<file path="src/rtl/sleep_wdt_ctrl_pkg.sv">
// Shared opcodes, FSM state encoding and prescaler helper for the sleep/watchdog sequencer.
// Latency: n/a (declarations only).
// Backpressure: n/a.
package sleep_wdt_ctrl_pkg;

  // Instruction encodings decoded from the execute-stage IR
  localparam logic [11:0] INST_SLEEP  = 12'h003;
  localparam logic [11:0] INST_CLRWDT = 12'h004;

  // Sequencer state encoding
  localparam int SWC_STATE_BITS = 2;
  typedef enum logic [SWC_STATE_BITS-1:0] {
    SWC_RUN     = 2'd0,
    SWC_SLEEP   = 2'd1,
    SWC_WDT_RST = 2'd2
  } swc_state_e;

  // Prescaler width: PS up to 7 gives a divide-by-128 period
  localparam int PRE_WIDTH = 7;

  // Low-bit mask whose all-ones value marks the last cycle of a 2^ps period
  function automatic logic [PRE_WIDTH-1:0] ps_mask(input logic [2:0] ps);
    logic [7:0] v_full;
    v_full = (8'd1 << ps) - 8'd1;
    return v_full[PRE_WIDTH-1:0];
  endfunction

endpackage

</file>
<file path="src/rtl/sleep_wdt_ctrl_if.sv">
// Bundles the instruction/configuration inputs and the core-control outputs of the sequencer.
// Latency: n/a (wiring only).
// Backpressure: none; all signals are plain levels or one-cycle strobes.
interface sleep_wdt_ctrl_if;
  logic [11:0] instIn;
  logic        instValid;
  logic        wdtEnIn;
  logic [3:0]  optionIn;
  logic        coreEn;
  logic        wdtResetOut;
  logic        toOut;
  logic        pdOut;
  logic        sleepingOut;

  // Core/environment side: drives instruction and config, observes control outputs
  modport master (
    output instIn, instValid, wdtEnIn, optionIn,
    input  coreEn, wdtResetOut, toOut, pdOut, sleepingOut
  );

  // Sequencer side
  modport slave (
    input  instIn, instValid, wdtEnIn, optionIn,
    output coreEn, wdtResetOut, toOut, pdOut, sleepingOut
  );
endinterface

</file>
<file path="src/rtl/sleep_wdt_ctrl_wdt_timer.sv">
// Watchdog prescaler + base counter; o_timeout pulses on the tick where the counter is all-ones.
// Latency: timeout is combinational from registered count in the same cycle as the final tick.
// Backpressure: i_hold freezes both prescaler and counter; WDT_PRESCALE_EN builds the prescaler.
module sleep_wdt_ctrl_wdt_timer
  import sleep_wdt_ctrl_pkg::*;
#(
  parameter int WDT_WIDTH = 8
) (
  input  logic       clk,
  input  logic       rst_n,
  input  logic       i_clear,
  input  logic       i_enable,
  input  logic       i_hold,
  input  logic [3:0] i_option,
  output logic       o_timeout
);

  logic                 w_tick;
  logic                 w_fire;
  logic [WDT_WIDTH-1:0] r_cnt;

`ifdef WDT_PRESCALE_EN
  logic [PRE_WIDTH-1:0] r_pre;
  logic [PRE_WIDTH-1:0] w_mask;
  logic                 w_pre_wrap;

  // A new PS value only matters when the masked prescaler bits next reach all-ones
  assign w_mask     = ps_mask(i_option[2:0]);
  assign w_pre_wrap = ((r_pre & w_mask) == w_mask);
  assign w_tick     = i_option[3] ? w_pre_wrap : 1'b1;

  // Free-running prescaler; restarts at each wrap, never cleared by an OPTION change
  always_ff @(posedge clk or negedge rst_n) begin
    if (!rst_n) begin
      r_pre <= '0;
    end else if (i_clear || !i_enable) begin
      r_pre <= '0;
    end else if (!i_hold) begin
      r_pre <= w_pre_wrap ? '0 : r_pre + 7'd1;
    end
  end
`else
  logic w_unused_option;
  assign w_unused_option = ^i_option;
  assign w_tick          = 1'b1;
`endif

  assign w_fire    = i_enable && !i_hold && w_tick;
  assign o_timeout = w_fire && !i_clear && (&r_cnt);

  // Base counter: cleared by SLEEP/CLRWDT or when disabled, wraps to 0 on timeout
  always_ff @(posedge clk or negedge rst_n) begin
    if (!rst_n) begin
      r_cnt <= '0;
    end else if (i_clear || !i_enable) begin
      r_cnt <= '0;
    end else if (w_fire) begin
      r_cnt <= r_cnt + WDT_WIDTH'(1);
    end
  end

endmodule

</file>
<file path="src/rtl/sleep_wdt_ctrl.sv">
// Sleep/watchdog sequencer: decodes SLEEP/CLRWDT, gates the core, issues watchdog core reset, owns TO/PD.
// Latency: all outputs registered, one cycle after the accepted instruction or timeout tick.
// Backpressure: instructions ignored outside RUN; optional prescaler built under WDT_PRESCALE_EN.
module sleep_wdt_ctrl
  import sleep_wdt_ctrl_pkg::*;
#(
  parameter int WDT_WIDTH  = 8,
  parameter int RST_CYCLES = 4
) (
  input  logic            clk,
  input  logic            rst_n,
  sleep_wdt_ctrl_if.slave bus
);

  swc_state_e r_state;
  swc_state_e w_state_nxt;
  logic [3:0] r_hold_cnt;
  logic [3:0] w_hold_nxt;

  logic w_accept;
  logic w_acc_sleep;
  logic w_acc_clr;
  logic w_timeout;

  logic r_core_en, r_wdt_rst, r_to, r_pd, r_sleeping;
  logic w_core_en_nxt, w_wdt_rst_nxt, w_to_nxt, w_pd_nxt, w_sleeping_nxt;

  assign w_accept    = bus.instValid && (r_state == SWC_RUN);
  assign w_acc_sleep = w_accept && (bus.instIn == INST_SLEEP);
  assign w_acc_clr   = w_accept && (bus.instIn == INST_CLRWDT);

  sleep_wdt_ctrl_wdt_timer #(
    .WDT_WIDTH (WDT_WIDTH)
  ) u_wdt_timer (
    .clk       (clk),
    .rst_n     (rst_n),
    .i_clear   (w_acc_sleep || w_acc_clr),
    .i_enable  (bus.wdtEnIn),
    .i_hold    (r_state == SWC_WDT_RST),
    .i_option  (bus.optionIn),
    .o_timeout (w_timeout)
  );

  // State, reset-hold counter and registered outputs
  always_ff @(posedge clk or negedge rst_n) begin
    if (!rst_n) begin
      r_state    <= SWC_RUN;
      r_hold_cnt <= '0;
      r_core_en  <= 1'b1;
      r_wdt_rst  <= 1'b0;
      r_to       <= 1'b1;
      r_pd       <= 1'b1;
      r_sleeping <= 1'b0;
    end else begin
      r_state    <= w_state_nxt;
      r_hold_cnt <= w_hold_nxt;
      r_core_en  <= w_core_en_nxt;
      r_wdt_rst  <= w_wdt_rst_nxt;
      r_to       <= w_to_nxt;
      r_pd       <= w_pd_nxt;
      r_sleeping <= w_sleeping_nxt;
    end
  end

  // Next state: accepted instructions beat a same-cycle timeout
  always_comb begin
    w_state_nxt = r_state;
    w_hold_nxt  = r_hold_cnt;
    case (r_state)
      SWC_RUN: begin
        if (w_acc_sleep) begin
          w_state_nxt = SWC_SLEEP;
        end else if (!w_acc_clr && w_timeout) begin
          w_state_nxt = SWC_WDT_RST;
          w_hold_nxt  = 4'(RST_CYCLES - 1);
        end
      end
      SWC_SLEEP: begin
        if (w_timeout) begin
          w_state_nxt = SWC_WDT_RST;
          w_hold_nxt  = 4'(RST_CYCLES - 1);
        end
      end
      SWC_WDT_RST: begin
        if (r_hold_cnt == 4'd0) begin
          w_state_nxt = SWC_RUN;
        end else begin
          w_hold_nxt = r_hold_cnt - 4'd1;
        end
      end
      default: begin
        w_state_nxt = SWC_RUN;
        w_hold_nxt  = '0;
      end
    endcase
  end

  // Output decode from next state; TO/PD update on accept or timeout only
  always_comb begin
    w_core_en_nxt  = (w_state_nxt == SWC_RUN);
    w_wdt_rst_nxt  = (w_state_nxt == SWC_WDT_RST);
    w_sleeping_nxt = (w_state_nxt == SWC_SLEEP);
    w_to_nxt       = r_to;
    w_pd_nxt       = r_pd;
    if (w_acc_sleep) begin
      w_to_nxt = 1'b1;
      w_pd_nxt = 1'b0;
    end else if (w_acc_clr) begin
      w_to_nxt = 1'b1;
      w_pd_nxt = 1'b1;
    end else if (w_timeout) begin
      w_to_nxt = 1'b0;
    end
  end

  assign bus.coreEn      = r_core_en;
  assign bus.wdtResetOut = r_wdt_rst;
  assign bus.toOut       = r_to;
  assign bus.pdOut       = r_pd;
  assign bus.sleepingOut = r_sleeping;

endmodule
</file>
<file path="src/flat_wrapper.sv">
// flat-port wrapper written by rule: the top's interface ports become plain ports
module sleep_wdt_ctrl_flat import sleep_wdt_ctrl_pkg::*;
#(
  parameter int WDT_WIDTH  = 8,
  parameter int RST_CYCLES = 4
)
  (clk, rst_n, bus_instIn, bus_instValid, bus_wdtEnIn, bus_optionIn, bus_coreEn, bus_wdtResetOut, bus_toOut, bus_pdOut, bus_sleepingOut);
  sleep_wdt_ctrl_if bus_i ();
  input  logic clk;
  input  logic rst_n;
  input wire logic [$bits(bus_i.instIn)-1:0] bus_instIn;
  input wire logic [$bits(bus_i.instValid)-1:0] bus_instValid;
  input wire logic [$bits(bus_i.wdtEnIn)-1:0] bus_wdtEnIn;
  input wire logic [$bits(bus_i.optionIn)-1:0] bus_optionIn;
  output wire logic [$bits(bus_i.coreEn)-1:0] bus_coreEn;
  output wire logic [$bits(bus_i.wdtResetOut)-1:0] bus_wdtResetOut;
  output wire logic [$bits(bus_i.toOut)-1:0] bus_toOut;
  output wire logic [$bits(bus_i.pdOut)-1:0] bus_pdOut;
  output wire logic [$bits(bus_i.sleepingOut)-1:0] bus_sleepingOut;
  assign bus_i.instIn = bus_instIn;
  assign bus_i.instValid = bus_instValid;
  assign bus_i.wdtEnIn = bus_wdtEnIn;
  assign bus_i.optionIn = bus_optionIn;
  assign bus_coreEn = bus_i.coreEn;
  assign bus_wdtResetOut = bus_i.wdtResetOut;
  assign bus_toOut = bus_i.toOut;
  assign bus_pdOut = bus_i.pdOut;
  assign bus_sleepingOut = bus_i.sleepingOut;
  sleep_wdt_ctrl #(.WDT_WIDTH(WDT_WIDTH), .RST_CYCLES(RST_CYCLES)) u_core (.clk(clk), .rst_n(rst_n), .bus(bus_i));
endmodule
</file>
<file path="config.mk">
export PLATFORM = sky130hd
export DESIGN_NAME = sleep_wdt_ctrl_flat
export DESIGN_NICKNAME = d
export VERILOG_FILES = /design/src/rtl/sleep_wdt_ctrl_pkg.sv /design/src/rtl/sleep_wdt_ctrl_if.sv /design/src/rtl/sleep_wdt_ctrl_wdt_timer.sv /design/src/rtl/sleep_wdt_ctrl.sv /design/src/flat_wrapper.sv
export SDC_FILE = /design/constraint.sdc
export NUM_CORES = 1
export LEC_CHECK = 0
export ABC_AREA = 0
export BUFFER_PORTS_ARGS = -buffer_cell sky130_fd_sc_hd__buf_2
export CORE_ASPECT_RATIO = 0.8
export CORE_MARGIN = 4
export CORE_UTILIZATION = 40
export CTS_BUF_LIST = sky130_fd_sc_hd__clkbuf_2
export DETAILED_ROUTE_END_ITERATION = 12
export GPL_TIMING_DRIVEN = 0
export PLACE_DENSITY = 0.72
export SYNTH_ARGS = -nofsm -noshare
export SYNTH_HDL_FRONTEND = slang
export SYNTH_HIERARCHICAL = 1
export SYNTH_SLANG_ARGS = --single-unit
</file>
<file path="constraint.sdc">
create_clock -name clk -period 2.2 [get_ports clk]
set_input_delay 0 -clock clk [delete_from_list [all_inputs] [get_ports clk]]
set_output_delay 0 -clock clk [all_outputs]
set_load 0.005 [all_outputs]
</file>
=== Word level (Yosys, flattened, before mapping) ===
Cells that the tools add are included.

* Eq/ne operators: 10
* Mux-type cells: 17
* Reduce and logical (&&, ||, !) cells: 21
* Add/sub/neg operators: 2

{| class="wikitable"
|+ Operators with widths
! operator !! number
|-
| $mux W4 || 4
|-
| $mux W8 || 2
|-
| $eq A12 B2 Y1 const B || 1
|-
| $eq A12 B3 Y1 const B || 1
|-
| $pmux W4 S3 || 1
|-
| $add A8 B1 Y8 const B || 1
|-
| $mux W2 || 4
|-
| $reduce_and A8 Y1 || 1
|-
| $logic_and A1 B1 Y1 || 7
|-
| $ne A2 B2 Y1 const B || 3
|-
| $pmux W2 S3 || 1
|-
| $mux W1 || 5
|-
| $eq A2 B1 Y1 const B || 2
|-
| $eq A2 B2 Y1 const B || 2
|-
| $logic_not A1 Y1 || 4
|-
| $logic_not A2 Y1 || 2
|-
| $logic_not A4 Y1 || 1
|-
| $reduce_and A4 Y1 || 1
|-
| $reduce_bool A2 Y1 || 2
|-
| $sub A4 B1 Y4 const B || 1
|-
| $reduce_bool A3 Y1 || 1
|-
| $logic_or A1 B1 Y1 || 2
|-
| $ne A2 B1 Y1 const B || 1
|}

* Input port bits: 20
* Word-level logic and storage cells: 58
* Flip-flop bits (word level): 19

=== Depth between registers and ports, before layout ===
* Depth after elaboration: 12
* Mapped depth: 11
* Depth with buffers taken out: 9

=== Hierarchy ===
Netlist, hierarchy kept.

{| class="wikitable"
|+ By module, submodules not included
! module !! area each (um2) !! cells each !! instances
|-
| sleep_wdt_ctrl || 661.9 || 65 || 1
|-
| sleep_wdt_ctrl_wdt_timer || 406.6 || 39 || 1
|}

=== Worst setup path after synthesis ===
Ideal clock, no wire load.

* Path type: reg2reg
* Start point: register u_core.r_state[1]
* End point: register u_core.r_hold_cnt[3]
* Required time: 2.079 ns
* Period minus slack after synthesis: 2.321 ns
* Data arrival time: 2.200 ns
* Cell stages (with the launch flop): 10
* Slack: -0.121 ns
* Path buffers: 1
* Cell sequence: dfrtp_1 > buf_2 > nand2b_1 > inv_1 > nand3b_1 > nor4_1 > nor2_1 > a31o_2 > a211o_2 > a22o_1

* Word-level cells in the longest chain between the ends: 10
* Elaborated cells on any way between the ends: 20

{| class="wikitable"
|+ RTL lines
! item !! RTL line !! source
|-
| start: declaration || sleep_wdt_ctrl.sv:15 || <nowiki>swc_state_e r_state;</nowiki>
|-
| start signal: assignment || sleep_wdt_ctrl.sv:55 || <nowiki>r_state <= w_state_nxt;</nowiki>
|-
| $logic_not A2 Y1 || sleep_wdt_ctrl.sv:28 || <nowiki>assign w_accept = bus.instValid && (r_state == SWC_RUN);</nowiki>
|-
| $logic_and A1 B1 Y1 || sleep_wdt_ctrl.sv:28 ||
|-
| $logic_and A1 B1 Y1, on equally long branches || sleep_wdt_ctrl.sv:29, sleep_wdt_ctrl.sv:30 ||
|-
| $logic_or A1 B1 Y1 || sleep_wdt_ctrl.sv:37 || <nowiki>.i_clear (w_acc_sleep || w_acc_clr),</nowiki>
|-
| $logic_not A1 Y1 || sleep_wdt_ctrl_wdt_timer.sv:49 || <nowiki>assign o_timeout = w_fire && !i_clear && (&r_cnt);</nowiki>
|-
| $logic_and A1 B1 Y1 (*) (2 in a row) || sleep_wdt_ctrl_wdt_timer.sv:49 ||
|-
| via u_core.w_timeout || sleep_wdt_ctrl.sv:23 || <nowiki>logic w_timeout;</nowiki>
|-
| $logic_and A1 B1 Y1 || sleep_wdt_ctrl.sv:73 || <nowiki>end else if (!w_acc_clr && w_timeout) begin</nowiki>
|-
| $ne A2 B2 Y1 (no line) || - ||
|-
| $reduce_and A4 Y1 (no line) (*) || - ||
|-
| end signal: assignment || sleep_wdt_ctrl.sv:56 || <nowiki>r_hold_cnt <= w_hold_nxt;</nowiki>
|-
| end: declaration || sleep_wdt_ctrl.sv:17 || <nowiki>logic [3:0] r_hold_cnt;</nowiki>
|}

Mark *: on every way through the listed nets, which the timed path passes. The rest lies on a longest branch.
A chain may end at the register's enable or synchronous reset.

=== Worst setup path after layout ===
* Start point: register u_core.r_state[1]
* End point: register u_core.r_hold_cnt[1]

Same word-level chain as after synthesis.

==> summary.md <==
| Metric | Value |
|---|---|
| Setup ws final | `around 0.06 ns` |
| Hold Crit Class | `in2reg` |
| Detailed-route via count | `885` |
| Register area share after synthesis | `~45%` |
| Total track usage | `between 10 and 15%` |
| Req. time, crit path | `2.39 ns` |
| Met3 Use GR | `under 10%` |
| Final HPWL DP | `approximately 1600 microns` |
| LEAKAGE | `0.669 nW` |
| Die extent in x | `65.8 microns` |
| Routed wire length | `~2200 microns` |
| Cells after synthesis | `~100` |
| Logic depth of the worst setup path including buffers | `10` |
| Avg Cell Area, Syn | `slightly above 10 sq um` |
| First-pass GRT wire length | `between 3000 and 4000 microns` |
| RSZ-0062 raised after global routing | `yes` |
| Outcome | `completed` |
| PD cells | `409 nW/um^2` |
| Crit path arrival time | `2.33 ns` |
| Fin nets | `~160` |
| Wire per inst | `roughly 13 microns` |
| P&R area growth vs syn | `29.7%` |
| Mapped Area | `between 1000 and 1500 sq um` |
| Vias in the first global route | `about 950` |
| Fin crit share | `between 90% and 100%` |
| Fmax | `~0.47 GHz` |
| CTS Buffer Depth | `2` |
| Cell family with the largest share of critical-path delay | `simple AND/OR/NAND/NOR gates` |
| GR peak layer | `met2` |
| Slew Limit Fails | `0` |
| Core ar. | `roughly 2500 sq um` |
| WHS | `0.0335 ns` |
| Commonest non-fill, non-tap cell in the layout | `buf_2` |
| Most frequent cells in the layout | `buf_2 (20), dfrtp_1 (16), nor2_1 (9), buf_4 (9), o21ai_0 (8)` |
| GR Overflow Total | `0` |
| Number of routed nets with antenna violations | `0` |
| Clk Latency, worst-skew pair | `0.31 ns` |
| Worst-case reg-to-reg path depth | `10` |
| Share of layout cells above drive strength 1 | `around 40%` |
| Worst path buffer plus inverter count | `2` |
| Place WS | `-0.281 ns` |
| Clock Skew | `approximately 0.024 ns` |
| Number of DRC violations after detailed-routing iteration 0 | `30` |
| Max transition margin | `~67%` |
| Crit path max fanout | `3` |
| Max-Cap Viols | `0` |
| Syn_nets | `roughly 130` |
| CTS Root Cell | `clkbuf_2` |
| Hold Violations, Final | `0` |
| Max stage delay on crit path | `0.44 ns` |
| Largest net degree at the start of global routing | `20` |
| Die ar. | `~3600 sq um` |
| Met1 Track Usage GR | `around 16%` |
| Htree depth | `1` |
| # fillers | `roughly 220` |
| VDD IR max | `between 150 and 200 uV` |
| Post-synth EDFFs | `0` |
| CTS buffer count | `3` |
| Met2 Usage GRT | `~28%` |
| Initial antenna violation count | `0` |
| Yosys warns | `6` |
| CTS clock-pin slew for the worst setup and hold paths | `around 0.19 ns` |
| CTS Sinks | `19` |
| Worst path slowest cell | `dfrtp_1` |
| Vias per Instance | `~5.1` |
| Final Wtd Congestion | `between 0.7 and 0.8` |
| Crit path cell chain | `buf_6 > nor4b_4 > o2111ai_2 > inv_1 > nand2b_4 > nor4_4 > nor2_1 > a31o_2 > a21oi_4 > mux2_4` |
| Crit Path Class | `reg2reg` |
| Cell variety after synth | `43` |
| Dominant synthesized flop cell | `dfrtp_1` |
| Initial Util | `between 40% and 50%` |
| DRC violations left | `0` |
| Worst hold path depth | `5` |
| Crit start category | `flip-flop` |
| Port bufs | `20` |
| Worst-margin pin slew | `a little under 0.5 ns` |
| Number of iterations in the first detailed-routing pass | `4` |
| Setup violations, final | `0` |
| N_diodes | `0` |
| Critical Path Sink Type | `flip-flop` |
| CTS tree | `yes` |
| Final Critical Period | `about 2.1 ns` |
| Num rows | `16` |
| FF+latch count, synth | `19` |
| Num ports | `25` |
| Die height | `~54 microns` |
| Core Util, Final | `a little under three fifths` |
| Async SR Flop Fraction | `100%` |
-- repair_timing --
action	in CTS	in global routing
endpoints found under the hold margin	20	0
hold buffers	2	0
setup endpoints to repair	4	5
pin swaps	3	4
buffers inserted	10	0
resized for setup	10	2
-- final cells by class --
type                            count  area, sq um  share of cell area [%]
Inverter                            8         30.0                    2.17
Timing Repair Buffer               32          199                    14.4
Buffer                              2         22.5                    1.62
Sequential cell                    19          479                    34.6
Clock inverter                      1         5.00                   0.361
Tap cell                           36         45.0                    3.25
Multi-Input combinational cell     74          591                    42.6
Clock buffer                        3         15.0                    1.08
-- where the power goes --
group / internal (W) / switching [W]
Combinational: 0.0000292 / 0.0000298
Sequential: 0.000356 / 0.00000728
Clock: 0.0000412 / 0.000104
Total: 0.000427 / 0.000141
-- flip-flops by register name, indices dropped and copies added (netlist names) --
| signal | count |
|---|---|
| u_core/bus.wdtResetOut | 1 |
| u_core/bus.toOut | 1 |
| u_core/bus.sleepingOut | 1 |
| u_core/r_hold_cnt | 4 |
| u_core/r_state | 2 |
| u_core/bus.pdOut | 1 |
| u_core/u_wdt_timer/r_cnt | 8 |
| u_core/bus.coreEn | 1 |
-- per-stage QoR --
stage | setup TNS (ns) | cells | total power (W) | cell area [sq um]
after global routing | -0.0848 | 175 | 0.000606 | 1390
after global placement | -0.840 | 160 | 0.000419 | 1230
final | 0 | 175 | 0.000568 | 1390
after CTS | 0 | 176 | 0.000579 | 1390
after detailed placement | -1.06 | 160 | 0.000422 | 1230
after floorplan | -0.00144 | 104 | 0.000394 | 1080
-- path summary, 6_finish.rpt --
path	startpoint	endpoint	slack [ns]
min in group asynchronous	rst_n	u_core/u_wdt_timer/r_cnt[6]	0.12
max	u_core/r_state[1]	u_core/r_hold_cnt[1]	0.06
min reg2reg	u_core/bus.toOut	u_core/bus.toOut	0.51
max in group asynchronous	rst_n	u_core/bus.coreEn	1.77
min	bus_instIn[6]	u_core/bus.pdOut	0.03
max reg2reg	u_core/r_state[1]	u_core/r_hold_cnt[1]	0.06
-- cells in the mapped netlist, drive strengths merged (3+ instances only) --
master	n	area, sq um
a211o	3	28.8
or3	3	18.8
nor2	9	33.8
dfstp	3	78.8
dfrtp	16	400
o21ai	9	45.0
nor4	3	18.8
inv	8	30.0
nand2	7	26.3
xor2	3	26.3
a21oi	4	23.8
ha	3	37.5
-- layer usage --
| layer | wire, microns | vias to the layer above | part of all wire (%) |
|---|---|---|---|
| met5 | 0 | - | 0 |
| met4 | 8 | 0 | 0.36 |
| li1 | - | 445 | - |
| met3 | 85 | 2 | 3.8 |
| met1 | 975 | 427 | 43 |
| met2 | 1180 | 11 | 52 |
-- worst register-to-register path: stages (launching register included) --
cell	delay, ns
dfrtp_1	0.44
buf_6	0.14
nor4b_4	0.31
o2111ai_2	0.20
inv_1	0.09
nand2b_4	0.14
nor4_4	0.05
nor2_1	0.13
a31o_2	0.17
a21oi_4	0.05
mux2_4	0.30
-- kinds of logic (layout without fill, tap and decap cells) --
kind of cell,after synthesis,after routing,share of synthesized area (%)
simple gates,40,40,24.4
compound gates,24,24,16.3
flops,19,19,44.8
buf+inv,11,46,4.68
xor+xnor,4,4,3.28
fa+ha+maj,3,3,3.51
mux,3,3,3.04
Note: power is estimated with default switching activity, not from simulation.
